--- src/rtl/clk_div_pkg.sv ---
// -----------------------------------------------------------------------------
// clk_div_pkg
//
// Shared definitions for the run-time power-of-two clock divider controller.
//
// Contents:
//   DEF_NUM_RATIOS  default number of selectable ratios (sel k divides by 2^(k+1))
//   DEF_SEL_W       default width of the ratio select fields
//   state_t         controller FSM states (IDLE, WAIT_ALIGN, DONE)
//   SEL_DIV2..32    named select codes for the default ratio set
// -----------------------------------------------------------------------------
package clk_div_pkg;

   localparam int DEF_NUM_RATIOS = 5;
   localparam int DEF_SEL_W      = 3;

   typedef enum logic [1:0] {
      IDLE       = 2'd0,
      WAIT_ALIGN = 2'd1,
      DONE       = 2'd2
   } state_t;

   localparam logic [DEF_SEL_W-1:0] SEL_DIV2  = 3'd0;
   localparam logic [DEF_SEL_W-1:0] SEL_DIV4  = 3'd1;
   localparam logic [DEF_SEL_W-1:0] SEL_DIV8  = 3'd2;
   localparam logic [DEF_SEL_W-1:0] SEL_DIV16 = 3'd3;
   localparam logic [DEF_SEL_W-1:0] SEL_DIV32 = 3'd4;

endpackage

--- src/rtl/clk_div_align.sv ---
// -----------------------------------------------------------------------------
// clk_div_align
//
// Divide counter plus the comparators that derive the divided outputs and the
// ratio-change alignment condition.
//
// Ports:
//   clk       in   system clock
//   rst       in   asynchronous active-low reset
//   run       in   1 = counter advances, 0 = counter cleared every cycle
//   cur_sel   in   ratio currently applied
//   pend_sel  in   ratio waiting to be applied (must be in range)
//   aligned   out  low bits of cnt up to max(cur_sel, pend_sel) are all ones
//   tick      out  last clk of the current div_out period
//   div_out   out  divided square wave, 50% duty
// -----------------------------------------------------------------------------
module clk_div_align
   import clk_div_pkg::*;
#(
   parameter int NUM_RATIOS = DEF_NUM_RATIOS,
   parameter int SEL_W      = DEF_SEL_W
) (
   input  logic             clk,
   input  logic             rst,
   input  logic             run,
   input  logic [SEL_W-1:0] cur_sel,
   input  logic [SEL_W-1:0] pend_sel,
   output logic             aligned,
   output logic             tick,
   output logic             div_out
);

   localparam logic [NUM_RATIOS-1:0] CNT_ONE = NUM_RATIOS'(1);

   // Bits [sel:0] set. Built by comparison so an out-of-range select can
   // never index past the counter; it simply saturates to all ones.
   function automatic logic [NUM_RATIOS-1:0] low_mask(input logic [SEL_W-1:0] sel);
      logic [NUM_RATIOS-1:0] m;
      for (int i = 0; i < NUM_RATIOS; i++) begin
         m[i] = (i <= int'(sel));
      end
      return m;
   endfunction

   // Only bit [sel] set.
   function automatic logic [NUM_RATIOS-1:0] bit_mask(input logic [SEL_W-1:0] sel);
      logic [NUM_RATIOS-1:0] m;
      for (int i = 0; i < NUM_RATIOS; i++) begin
         m[i] = (i == int'(sel));
      end
      return m;
   endfunction

   logic [NUM_RATIOS-1:0] cnt;
   logic [NUM_RATIOS-1:0] cur_mask;
   logic [NUM_RATIOS-1:0] both_mask;

   always_ff @(posedge clk or negedge rst) begin
      if (!rst) begin
         cnt <= '0;
      end else if (!run) begin
         cnt <= '0;
      end else begin
         cnt <= cnt + CNT_ONE;
      end
   end

   // The union of the two low masks is the mask of the larger select, so
   // this is cnt[max(cur,pend):0] == all ones without computing the max.
   always_comb begin
      cur_mask  = low_mask(cur_sel);
      both_mask = cur_mask | low_mask(pend_sel);
      aligned   = ((cnt & both_mask) == both_mask);
      tick      = run & ((cnt & cur_mask) == cur_mask);
      div_out   = run & (|(cnt & bit_mask(cur_sel)));
   end

endmodule

--- src/rtl/clk_div_ctrl.sv ---
// -----------------------------------------------------------------------------
// clk_div_ctrl
//
// Run-time controller for the power-of-two clock divider. A ratio change is
// requested through a valid/ready handshake and applied only when the counter
// sits at a common period boundary of the old and new ratios, so div_out and
// tick never show a runt or shortened phase.
//
// Ports:
//   clk        in   system clock
//   rst        in   asynchronous active-low reset
//   run        in   1 = divider runs, 0 = counter held at 0 and outputs low
//   req_valid  in   ratio-change request
//   req_sel    in   requested ratio select (divide by 2^(req_sel+1))
//   req_ready  out  block can accept a request (IDLE)
//   chg_done   out  one-cycle pulse when the new ratio is in effect
//   req_err    out  one-cycle pulse when an out-of-range request is rejected
//   cur_sel    out  ratio select currently applied
//   div_out    out  divided square wave, 50% duty
//   tick       out  one-cycle pulse on the last clk of each div_out period
// -----------------------------------------------------------------------------
module clk_div_ctrl
   import clk_div_pkg::*;
#(
   parameter int NUM_RATIOS = DEF_NUM_RATIOS,
   parameter int SEL_W      = DEF_SEL_W,
   parameter int RESET_SEL  = 0
) (
   input  logic             clk,
   input  logic             rst,
   input  logic             run,
   input  logic             req_valid,
   input  logic [SEL_W-1:0] req_sel,
   output logic             req_ready,
   output logic             chg_done,
   output logic             req_err,
   output logic [SEL_W-1:0] cur_sel,
   output logic             div_out,
   output logic             tick
);

   localparam logic [SEL_W-1:0] RST_SEL   = SEL_W'(RESET_SEL);
   localparam logic [SEL_W:0]   SEL_LIMIT = (SEL_W+1)'(NUM_RATIOS);

   state_t           state_q;
   state_t           state_d;
   logic [SEL_W-1:0] pend_q;
   logic [SEL_W-1:0] pend_d;
   logic [SEL_W-1:0] cur_q;
   logic [SEL_W-1:0] cur_d;
   logic             err_q;
   logic             err_d;
   logic             aligned;
   logic             sel_bad;

   clk_div_align #(
      .NUM_RATIOS (NUM_RATIOS),
      .SEL_W      (SEL_W)
   ) u_align (
      .clk      (clk),
      .rst      (rst),
      .run      (run),
      .cur_sel  (cur_q),
      .pend_sel (pend_q),
      .aligned  (aligned),
      .tick     (tick),
      .div_out  (div_out)
   );

   always_ff @(posedge clk or negedge rst) begin
      if (!rst) begin
         state_q <= IDLE;
         pend_q  <= RST_SEL;
         cur_q   <= RST_SEL;
         err_q   <= 1'b0;
      end else begin
         state_q <= state_d;
         pend_q  <= pend_d;
         cur_q   <= cur_d;
         err_q   <= err_d;
      end
   end

   assign sel_bad = ({1'b0, req_sel} >= SEL_LIMIT);

   always_comb begin
      state_d = state_q;
      pend_d  = pend_q;
      cur_d   = cur_q;
      err_d   = 1'b0;
      unique case (state_q)
         IDLE: begin
            if (req_valid) begin
               if (sel_bad) begin
                  err_d = 1'b1;
               end else begin
                  pend_d  = req_sel;
                  state_d = WAIT_ALIGN;
               end
            end
         end
         WAIT_ALIGN: begin
            // With run low the counter is already 0 and outputs are low, so
            // there is no phase to protect; an unchanged ratio needs no wait.
            if (aligned || !run || (pend_q == cur_q)) begin
               cur_d   = pend_q;
               state_d = DONE;
            end
         end
         DONE: begin
            state_d = IDLE;
         end
         default: begin
            state_d = IDLE;
         end
      endcase
   end

   assign req_ready = (state_q == IDLE);
   assign chg_done  = (state_q == DONE);
   assign req_err   = err_q;
   assign cur_sel   = cur_q;

endmodule
--- config.mk ---
export PLATFORM = sky130hd
export DESIGN_NAME = clk_div_ctrl
export DESIGN_NICKNAME = d
export VERILOG_FILES = /design/src/rtl/clk_div_pkg.sv /design/src/rtl/clk_div_align.sv /design/src/rtl/clk_div_ctrl.sv
export SDC_FILE = /design/constraint.sdc
export NUM_CORES = 1
export LEC_CHECK = 0
export CORE_UTILIZATION = 53
export DETAILED_ROUTE_END_ITERATION = 10
export PLACE_DENSITY = 0.88
export REMOVE_ABC_BUFFERS = 1
export SETUP_SLACK_MARGIN = 0.3
export SYNTH_ARGS = -nofsm -noshare
export SYNTH_HDL_FRONTEND = slang
export SYNTH_SLANG_ARGS = --single-unit
--- constraint.sdc ---
create_clock -name clk -period 2.8 [get_ports clk]
set_input_delay 0.42 -clock clk [delete_from_list [all_inputs] [get_ports clk]]
set_output_delay 0.42 -clock clk [all_outputs]
set_load 0.05 [all_outputs]
# [Word-level counts from Yosys, hierarchy flattened]
# Cells that the tools add are included.
[op_classes] eq_ne=12 shift=0 bitwise=7 magnitude_cmp=9 multipliers=0 div_mod_pow=0 add_sub_neg=1 muxes=8 n_reduce_logical=9
[op_table] cell="bitwise AND 5 bit" count=3
[op_table] cell="<= comparator 2 x 3 -> 1 bit, first input constant" count=4
[op_table] cell="== test 5 bit" count=2
[op_table] cell="== test 3 bit, first input constant" count=3
[op_table] cell="<= comparator 1 x 3 -> 1 bit, first input constant" count=2
[op_table] cell="<= comparator 3 bit, first input constant" count=2
[op_table] cell="two-way mux 2 bit" count=3
[op_table] cell="inequality test 2 bit, second input constant" count=3
[op_table] cell="AND reduction 3 bit" count=2
[op_table] cell="adder 5 x 1 -> 5 bit, second input constant" count=1
[op_table] cell="two-way mux 5 bit" count=1
[op_table] cell="OR 5 bit" count=1
[op_table] cell="OR reduction 5 bit" count=1
[op_table] cell="one-hot mux 2 bit (2 select lines)" count=1
[op_table] cell="== test 2 x 3 -> 1 bit, first input constant" count=1
[op_table] cell="== test 3 bit" count=1
[op_table] cell=">= comparator 3 bit, second input constant" count=1
[op_table] cell="zero test 3 bit" count=1
[op_table] cell="two-way mux 1 bit" count=3
[op_table] cell="bitwise AND 1 bit" count=2
[op_table] cell="== test 2 x 1 -> 1 bit, second input constant" count=1
[op_table] cell="== test 2 bit, second input constant" count=1
[op_table] cell="zero test 2 bit" count=1
[op_table] cell="logical OR 1 bit" count=2
[op_table] cell="other kinds (3)" count=3
[word_totals] memories=0 inputBits=7 reg_bits=14 word_cells=51 mem_bits_ro=0 ram_bits=0 latchBits=0

# [Depth between registers and ports, before layout]
[depth] ltp_word=8 mapped_depth=6

# [Cells and area by module]
# From an unflattened synthesis, not the netlist that was laid out.
[unflattened] hier_cells=70 hier_area_um2=755.7
[by_module_without_submodules] module="clk_div_ctrl" n_inst=1 area_each_um2=407.9 cells_per_inst=32
[by_module_without_submodules] module="clk_div_align" n_inst=1 area_each_um2=347.8 cells_per_inst=38

# [Least setup slack after synthesis]
# Ideal clock, no wire load.
[synth_timing] kind="flip-flop to output port" startpoint="reg cur_q[0], in the netlist cur_sel[0]" endpoint="out tick" stages_incl_launch_ff=5 t_arrival_ns=2.357 path_buffers=1 path_slack_ns=0.023 cell_sequence="dfrtp_1 -> buf_2 -> a211oi_1 -> o21ai_2 -> nor3b_1"
[synth_between] elab_chain_len=4 elab_cells_between_ends=7 classes_between="4 x order compare; 1 x eq/ne; 2 x bitwise"
[synth_rtl] item="from (decl)" line_no="clk_div_ctrl.sv:49" text="logic [SEL_W-1:0] cur_q;"
[synth_rtl] item="from (signal assigned)" line_no="clk_div_ctrl.sv:79" text="cur_q <= cur_d;"
[synth_rtl] item="<= comparator 1 x 3 -> 1 bit, or another cell as far along" line_no="clk_div_align.sv:40" text="m[i] = (i <= int'(sel));"
[synth_rtl] item="bitwise AND 5 bit" line_no="clk_div_align.sv:74" text="tick = run & ((cnt & cur_mask) == cur_mask);"
[synth_rtl] item="== test 5 bit (*)" line_no="clk_div_align.sv:74"
[synth_rtl] item="bitwise AND 1 bit (*)" line_no="clk_div_align.sv:74"
[synth_rtl] item="to (decl)" line_no="clk_div_ctrl.sv:39" text="output logic tick"
# Every way passes the cells marked *; elsewhere a longest branch is shown, timed or not.

# [Worst setup path in the final report]
[layout_timing] startpoint="reg cur_q[1], in the netlist cur_sel[1]" endpoint="out div_out"
[layout_between] elab_chain_len=4 elab_cells_between_ends=8 classes_between="4 x eq/ne; 2 x bitwise; 2 x reduce/logical"
[layout_rtl] item="== test 2 x 3 -> 1 bit, or another cell as far along" line_no="clk_div_align.sv:49" text="m[i] = (i == int'(sel));"
[layout_rtl] item="bitwise AND 5 bit (*)" line_no="clk_div_align.sv:75" text="div_out = run & (|(cnt & bit_mask(cur_sel)));"
[layout_rtl] item="OR reduction 5 bit (*)" line_no="clk_div_align.sv:75"
[layout_rtl] item="bitwise AND 1 bit (*)" line_no="clk_div_align.sv:75"
[layout_rtl] item="to (decl)" line_no="clk_div_ctrl.sv:38" text="output logic div_out,"
# Marked as above.

==> impl_metrics.csv <==
group,metric,value,unit
sta,rsz0062_at_grt,"no",
power_and_ir_drop,net-switching-power,462,uW
placed_design,post-place-ws,0.415,ns
sta,setup_slack,0.545,ns
placed_design,hpwlAfterDp,1.14,mm
synth,ys_warn_count,0,
power_and_ir_drop,p_per_area,1070,nW/um2
floorplanning,die_w,40.9,um
sta,skew,0.00874,ns
final_layout,drive_above_1_share,0.143,
power_and_ir_drop,clkPwrFrac,0.137,
outcome,status,"completed",
detailed_routing,via_per_inst,5.97,
cts,clockBufferDepth,2,
synth,synth-edff-count,0,
sta,slew_headroom,0.589,
worst_setup_path,worstPathArrival,1.84,ns
worst_setup_path,crit_chain,"nand2_1 -> o21ai_0 -> a22oi_1 -> nor2_1 -> o21a_1 -> dlygate4sd2_1",
floorplanning,initial_core_util,0.593,
worst_setup_path,timing.rr.start,"cur_sel[2]",
floorplanning,fp.coreArea,1350,um2
power_and_ir_drop,switching_share,0.451,
synth,synth_area_leaders,"dfrtp_1 (44%), mux2_4 (5.6%), xor2_1 (4.4%), nor2_1 (3.8%), and2_1 (3.1%)",
worst_setup_path,cp_slowest_cell,"dfrtp_1",
synth,syn-cell-area,801,um2
power_and_ir_drop,seqPwrFrac,0.367,
cts,clk_pin_slew,0.09,ns
synth,synth_seq_cells,14,
power_and_ir_drop,pwr-share-comb,0.496,
worst_setup_path,reg2reg_depth,5,
detailed_routing,vias,633,
cts,clock-sinks,14,
cts,cts_buffers,3,
detailed_routing,drt.antenna.violating_nets,0,
sta,setup_viol,0,
worst_setup_path,cp.required,2.38,ns
placed_design,gp_congestion,0.769,
detailed_routing,wl_per_cell,14.5,um
synth,netlist_instances,77,
floorplanning,rows,13,
synth,yosysTopAreaCell,"dfrtp_1",
detailed_routing,drtIter0Drc,18,
floorplanning,die_y,40.9,um
final_layout,nNetsFinal,100,
sta,finalHoldViolCount,0,
hold_path,hp-class,"input port to asynchronous set/reset pin",
floorplanning,io_pins,15,
worst_setup_path,worstReg2RegEnd,"cur_sel[0]",
grt,grt_usage,0.222,
worst_setup_path,critPathMaxFanout,10,
synth,yosys.cell_types.count,30,
synth,synth_most_common_cell,"dfrtp_1",
sta,period_share,0.805,
floorplanning,dieArea,1670,um2
grt,overflow,0,
power_and_ir_drop,intPower,562,uW
sta,worst_pin_slew,0.615,ns
cts,clk_latency,0.27,ns
synth,netlist_top_cells_count,"dfrtp_1 (14), nor2_1 (8), and2_1 (4), o21ai_0 (4), xor2_1 (4)",
cts,cts-root-buf,"clkbuf_4",
detailed_routing,drc_errors,0,
sta,timing.fmax,443,MHz
worst_setup_path,end_kind,"output pin",
synth,seq_area_frac_synth,0.438,
grt,grt_pass1_vias,538,
synth,synth.avg_cell_area,10.4,um2
worst_setup_path,startpoint_type,"flip-flop",
power_and_ir_drop,p_leak,0.415,nW
cts,cts_tree,"yes",
synth,synth_top_area_frac,0.438,
power_and_ir_drop,ir_drop,0.509,mV
worst_setup_path,criticalPathCategory,"flip-flop to output pin",
flow_run,drv_cap,0,
detailed_routing,wirelength,1.54,mm
worst_setup_path,cp_slowest_stage_delay,0.54,ns
sta,setup_tns,0,ns
synth,synth_ff_type,"dfrtp_1",
final_layout,diodes,0,
grt,grt_first_pass_wirelength,2.39,mm
sta,min_period,2.26,ns
grt,grt_max_degree,15,
cts,cts.htree.levels,1,
final_layout,syn_to_final_growth,20.0,%
sta,slew_viol_final,0,
synth,async_reset_ff_frac,1.00,
worst_setup_path,reg2reg_slack,0.88,ns
grt,antenna_found_initial,0,
placed_design,port-buffer-count,14,
detailed_routing,first_pass_iters,5,
==> cell usage in the layout, fill, tap and decap left out, types with 2 or more instances in the layout <==
cell type,Yosys,layout
nand3_1,3,3
clkdlybuf4s50_1,0,12
a21oi_1,3,3
nor2_1,8,8
dfrtp_1,14,14
nand2_1,2,2
xnor2_1,2,2
or2b_1,3,3
mux2_4,3,3
xor2_1,4,4
inv_1,3,3
clkbuf_4,0,3
o21ai_0,4,4
and2_1,4,4
nand3b_1,2,2
o21a_1,2,2
mux2_2,2,2
nor2b_1,2,2
o31ai_1,2,2
==> how the worst max path moves through the flow <==
stage	from	cells past startpoint	slack (ns)	to
after floorplan	cur_sel[2]	3	0.09	tick
after global placement	run	3	0.44	div_out
after detailed placement	run	3	0.41	div_out
after CTS	cur_sel[1]	6	0.54	div_out
after global routing	cur_sel[1]	6	0.39	div_out
final	cur_sel[1]	6	0.54	div_out
==> metal layers <==
| metal | vias to the layer above | global-route usage | part of all wire |
|---|---|---|---|
| met5 | - | 0 | 0 |
| met4 | 0 | 0.0750 | 0.018 |
| met3 | 4 | 0.0489 | 0.057 |
| met2 | 25 | 0.352 | 0.50 |
| met1 | 305 | 0.296 | 0.43 |
| li1 | 299 | - | - |
==> metrics by stage <==
stage          utilization  instances  instance area (um2)  hold slack [ns]  total power [mW]
2_1_floorplan            -         73                  769            0.124             0.731
3_3_place_gp         0.686        102                  926            0.515             0.867
3_5_place_dp         0.686        102                  926            0.522             0.887
4_1_cts              0.712        106                  961            0.539              1.03
5_1_grt              0.712        106                  961            0.563              1.09
6_report             0.712        106                  961            0.524              1.02
==> sequential cells by signal (all words and copies together) (netlist names) <==
signal / cells
cur_sel: 3
pend_q: 3
req_err: 1
state_q: 2
u_align.cnt: 5
==> kinds of logic after synthesis <==
family / after synthesis / synth area share
adders and majority gates: 1 / 0.0156
xor gates and xnor gates: 6 / 0.0656
muxes: 5 / 0.0844
and+or+nand+nor: 26 / 0.177
DFF: 14 / 0.438
buffers and inverters: 7 / 0.0531
AOI/OAI and AO/OA: 18 / 0.167
==> critical path, delay by kind of cell (launching register included) <==
family / cells / cell delay (ns)
simple gates: 2 / 0.19
compound gates: 3 / 0.31
buf+inv: 1 / 0.51
flops: 1 / 0.54
==> final cells by class <==
cell class | count | area (um2)
multi-input cells | 56 | 408
flip-flops and latches | 14 | 350
fillers | 103 | 389
inverters | 3 | 11.3
clock buffers | 4 | 36.3
repair buffers | 14 | 136
well taps | 15 | 18.8
==> what timing repair did <==
action                     CTS  global route
hold buffers                 0             0
hold endpoints to repair     0             0
resized for setup            1             0
setup buffers                0             0
setup endpoints to repair    1             0
==> power by group through the flow <==
stage,Sequential [mW],Clock [mW],Combinational [mW]
after floorplan,0.437,0,0.294
after detailed placement,0.377,0,0.509
final,0.376,0.141,0.508
after global placement,0.372,0,0.495
after CTS,0.374,0.144,0.510
after global routing,0.387,0.156,0.547
Note: power is estimated with default switching activity, not from simulation.
